==> src/rtl/pipeline_pkg.sv <==
// rtl/pipeline_pkg.sv - shared types and constants for elastic pipeline stage buffers
package pipeline_pkg;

    typedef enum logic [1:0] {
        ST_EMPTY = 2'd0,
        ST_ONE   = 2'd1,
        ST_TWO   = 2'd2
    } stage_state_t;

    localparam int COUNT_W = 2;

    localparam logic [COUNT_W-1:0] CNT_ZERO = 2'd0;
    localparam logic [COUNT_W-1:0] CNT_ONE  = 2'd1;
    localparam logic [COUNT_W-1:0] CNT_TWO  = 2'd2;

endpackage

==> src/rtl/pipeline_stage_buf.sv <==
// rtl/pipeline_stage_buf.sv - elastic valid/ready pipeline stage with optional 2-entry skid
module pipeline_stage_buf
    import pipeline_pkg::*;
#(
    parameter int DATA_WIDTH = 64,
    parameter int CTRL_WIDTH = 8,
    parameter int SKID       = 1
) (
    input  logic                  i_clk,
    input  logic                  i_arst,
    input  logic                  i_valid,
    output logic                  o_ready,
    input  logic [CTRL_WIDTH-1:0] i_ctrl,
    input  logic [DATA_WIDTH-1:0] i_data,
    input  logic                  i_flush,
    input  logic                  i_stall,
    output logic                  o_valid,
    input  logic                  i_ready,
    output logic [CTRL_WIDTH-1:0] o_ctrl,
    output logic [DATA_WIDTH-1:0] o_data,
    output logic [COUNT_W-1:0]    o_count
);

    stage_state_t          r_state;
    logic [CTRL_WIDTH-1:0] r_head_ctrl;
    logic [DATA_WIDTH-1:0] r_head_data;
    logic [COUNT_W-1:0]    r_count;
    logic [CTRL_WIDTH-1:0] w_skid_ctrl;
    logic [DATA_WIDTH-1:0] w_skid_data;
    logic                  w_accept;
    logic                  w_take;

    assign o_valid  = (r_state == ST_ONE) || (r_state == ST_TWO);
    assign o_ctrl   = o_valid ? r_head_ctrl : '0;
    assign o_data   = r_head_data;
    assign o_count  = r_count;
    assign w_accept = i_valid & o_ready;
    assign w_take   = o_valid & i_ready & ~i_stall;

    generate
        if (SKID != 0) begin : g_skid
            logic [CTRL_WIDTH-1:0] r_skid_ctrl;
            logic [DATA_WIDTH-1:0] r_skid_data;

            // Ready comes only from registered state, breaking the i_ready -> o_ready chain.
            assign o_ready     = (r_state != ST_TWO) & ~i_stall & ~i_arst;
            assign w_skid_ctrl = r_skid_ctrl;
            assign w_skid_data = r_skid_data;

            always_ff @(posedge i_clk) begin
                if (i_arst) begin
                    r_skid_ctrl <= '0;
                    r_skid_data <= '0;
                end else if (i_flush) begin
                    r_skid_ctrl <= '0;
                end else if (!i_stall) begin
                    if (r_state == ST_ONE && w_accept && !w_take) begin
                        r_skid_ctrl <= i_ctrl;
                        r_skid_data <= i_data;
                    end else if (r_state == ST_TWO && w_take) begin
                        r_skid_ctrl <= '0;
                    end
                end
            end
        end else begin : g_noskid
            assign o_ready     = ~i_stall & ~i_arst & (~o_valid | i_ready);
            assign w_skid_ctrl = '0;
            assign w_skid_data = '0;
        end
    endgenerate

    always_ff @(posedge i_clk) begin
        if (i_arst) begin
            r_state     <= ST_EMPTY;
            r_head_ctrl <= '0;
            r_head_data <= '0;
            r_count     <= CNT_ZERO;
        end else if (i_flush) begin
            r_state     <= ST_EMPTY;
            r_head_ctrl <= '0;
            r_count     <= CNT_ZERO;
        end else if (!i_stall) begin
            case (r_state)
                ST_EMPTY: begin
                    if (w_accept) begin
                        r_state     <= ST_ONE;
                        r_head_ctrl <= i_ctrl;
                        r_head_data <= i_data;
                        r_count     <= CNT_ONE;
                    end
                end
                ST_ONE: begin
                    if (w_accept && (w_take || SKID == 0)) begin
                        r_head_ctrl <= i_ctrl;
                        r_head_data <= i_data;
                    end else if (w_accept) begin
                        r_state <= ST_TWO;
                        r_count <= CNT_TWO;
                    end else if (w_take) begin
                        r_state     <= ST_EMPTY;
                        r_head_ctrl <= '0;
                        r_count     <= CNT_ZERO;
                    end
                end
                ST_TWO: begin
                    if (w_take) begin
                        r_state     <= ST_ONE;
                        r_head_ctrl <= w_skid_ctrl;
                        r_head_data <= w_skid_data;
                        r_count     <= CNT_ONE;
                    end
                end
                default: begin
                    r_state     <= ST_EMPTY;
                    r_head_ctrl <= '0;
                    r_count     <= CNT_ZERO;
                end
            endcase
        end
    end

endmodule

==> config.mk <==
export PLATFORM = sky130hd
export DESIGN_NAME = pipeline_stage_buf
export DESIGN_NICKNAME = d
export VERILOG_FILES = /design/src/rtl/pipeline_pkg.sv /design/src/rtl/pipeline_stage_buf.sv
export SDC_FILE = /design/constraint.sdc
export NUM_CORES = 1
export LEC_CHECK = 0
export CAP_MARGIN = 0
export CORE_MARGIN = 10
export CORE_UTILIZATION = 30
export CTS_BUF_LIST = sky130_fd_sc_hd__clkbuf_4 sky130_fd_sc_hd__clkbuf_8 sky130_fd_sc_hd__clkbuf_16
export DETAILED_ROUTE_END_ITERATION = 8
export GPL_TIMING_DRIVEN = 1
export PLACE_DENSITY = 0.49
export SYNTH_ARGS = -nofsm -noshare
export SYNTH_HDL_FRONTEND = slang
export SYNTH_SLANG_ARGS = --single-unit
==> constraint.sdc <==
create_clock -name i_clk -period 5.2 [get_ports i_clk]
set_input_delay 1.04 -clock i_clk [delete_from_list [all_inputs] [get_ports i_clk]]
set_output_delay 1.04 -clock i_clk [all_outputs]
set_load 0.02 [all_outputs]
==> impl_metrics.toml <==
[grt]
use_met2_pct = 22.9
antenna_found_initial = 2
grt_usage_pct = 13.7
grt_util_met1_pct = 16.3
grt_pass1_wl_um = 31400
top_usage_layer = "met2"
grt_use_met3_pct = 4.68
grt_max_degree = 78
grt_overflow = 0
grt_pass1_vias = 5599

[synth]
ys.flop_type = "dfxtp_1"
syn_inst = 663
yosysWarnings = 0
synthAdderAreaFrac_pct = 0.935
synth_simple_gate_area_share_pct = 9.87
synth_top_family_by_area = "compound AO/OA/AOI/OAI gates"
mappedNetlistArea_um2 = 6690
synth_cell_type_count = 36
synthMuxAreaShare_pct = 9.87
ys_seq_elements = 146
syn_avg_cell_area_um2 = 10.1
synth_xor_xnor_area_share_pct = 0
synth.yosys.seq_area_share_pct = 43.7
synth_edf_count = 0
synth-compound-area-share_pct = 28.9
async_flop_share_pct = 0
syn_nets = 746

[place]
dp_hpwl_um = 12700
gp_congestion = 0.738
port_buffers = 153

[critical_path]
path_cells = "clkdlybuf4s50_1 > nor3_1 > clkdlybuf4s50_1"
worst_path_largest_cell_delay_ns = 0.69
worstSetupPathType = "primary input to primary output"
cp.required_ns = 4.16
cp.arrival_ns = 2.78
r2r_cells = 7
critPathMostFrequentCell = "clkdlybuf4s50_1"
critPathSlowestCell = "clkdlybuf4s50_1"
path_max_fanout = 9
critPathCaptureType = "primary output"
cp-start-kind = "primary input"

[timing]
worst_hold_slack_ns = 0.453
hold_violations = 0
worstMarginPinSlew_ns = 1.23
fmax_mhz = 262
period_minus_slack_ns = 3.82
period_share_pct = 73.4
rsz0062_at_grt = "no"
setup_tns_ns = 0
clock_skew_ns = 0.00675
setup_viol = 0
drv_slew = 0
max_slew_margin_pct = 18.0

[clock_tree]
post_cts_resize_count = 0
cts_buffers = 17
htree_levels = 4
cts_setup_buffers = 0
holdBufCountCts = 0
path_clk_slew_ns = 0.06
cts_tree = "built"
clock_latency_ns = 0.42
clk_path_buf_depth = 2
cts-root-buf = "clkbuf_16"
cts.sinks = 146

[floorplanning]
core_um2 = 21900
pin_count = 154
dieArea_um2 = 28700
start_util_pct = 30.6
die_y_um = 169
die_x_um = 169
row_count = 54

[route]
wl_per_cell_um = 18.7
first_iter_violations = 269
viasPerCell = 4.99
first_pass_iters = 4
drc = 0
ant_nets = 0
totalWireLength_um = 20100
routed-via-count = 5357

[final_layout]
flow.area_growth_from_synthesis_pct = 32.4
fillers = 2136
multi_input_area_um2 = 3340
nets = 863
drive_gt1_share_pct = 21.2
ff_latch_area_um2 = 2920

[min_path]
hold_path.class = "flop to flop"
holdPathStages = 2

[power_and_ir_drop]
total_power_mw = 2.74
pwr_density_cell_nw_per_um2 = 310
p_leak_nw = 2.70
ir_drop_v = 0.000214

[outcome]
status = "completed"

[job]
maxCapViolCount = 0
stage by stage:
step | utilization, % | instance area [µm²] | instances | setup WS [ns]
CTS | 40.4 | 8850 | 1072 | 1.34
finish | 40.4 | 8850 | 1073 | 1.38
global placement | 37.5 | 8210 | 1041 | 1.32
detailed placement | 37.5 | 8210 | 1041 | 1.26
floorplan | - | 6690 | 663 | 2.04
global route | 40.4 | 8850 | 1072 | 1.29
cell usage after synthesis (2+ instances only):
cell / n / share of area (%)
a211oi_2: 61 / 11
buf_2: 10 / 0.75
buf_12: 7 / 2.1
a21oi_1: 70 / 5.2
nand4_1: 2 / 0.19
and2_1: 9 / 0.84
nand2_1: 132 / 7.4
or2_2: 2 / 0.19
a22oi_1: 8 / 0.90
mux2i_1: 66 / 9.9
nor3_1: 2 / 0.15
ha_1: 5 / 0.94
clkbuf_1: 30 / 1.7
inv_1: 3 / 0.17
o2bb2ai_1: 8 / 1.0
a21oi_2: 60 / 7.9
buf_4: 8 / 0.90
dfxtp_1: 146 / 44
a211oi_1: 4 / 0.45
buf_6: 7 / 1.2
a22o_1: 8 / 1.0
power by group:
part | total [mW] | switching (mW) | internal (mW)
combinational | 0.262 | 0.142 | 0.121
clock | 1.33 | 0.467 | 0.864
sequential | 1.15 | 0.0137 | 1.14
critical path, delay by kind of cell:
family / cells / cell delay [ns]
buffers and inverters: 2 / 1.31
and+or+nand+nor: 1 / 0.42
cells by family (layout without fill, tap and decap cells):
family                   count (synthesis)  count (layout)
multiplexers                            66              66
AND/OR/NAND/NOR                        155             155
other                                    0               1
adder cells (fa/ha/maj)                  5               5
flip-flops                             146             146
AO/OA/AOI/OAI                          226             226
buffers and inverters                   65             194
area by class of cell:
type | instances | area share [%]
well taps | 280 | 3.96
clock buffers | 23 | 5.60
multi-input cells | 452 | 37.7
inverters | 3 | 0.127
diodes | 1 | 0.0283
flip-flops and latches | 146 | 33.0
repair buffers | 160 | 17.9
clock inverters | 8 | 1.68
metal layers:
metal	share of wire, %	vias to the layer above
li1	-	2580
met1	44	2622
met2	49	142
met3	6.4	13
met4	1.0	0
met5	0	-
worst paths after layout:
kind | startpoint | end | slack [ns]
max | i_stall | o_ready | 1.38
min | g_skid.r_skid_data[12]$_SDFFE_PP0P_ | g_skid.r_skid_data[12]$_SDFFE_PP0P_ | 0.45
max reg2reg | o_count[0]$_SDFFE_PP0P_ | r_head_ctrl[5]$_SDFFE_PP0P_ | 1.83
min reg2reg | g_skid.r_skid_data[12]$_SDFFE_PP0P_ | g_skid.r_skid_data[12]$_SDFFE_PP0P_ | 0.45
layout by cell type, fill, tap and decap left out, drive strengths merged, types with 9 or more instances in the layout:
cell           count
clkbuf            23
mux2i             66
and2               9
dfxtp            146
nand2            132
a21oi            131
clkdlybuf4s50    152
a211oi            65
registers in the layout, indices dropped and copies added, names as in the netlist:
signal              cells
r_head_ctrl             8
g_skid.r_skid_ctrl      8
o_count                 2
g_skid.r_skid_data     64
o_data                 64
No activity file was read; power rests on OpenSTA's default activity.
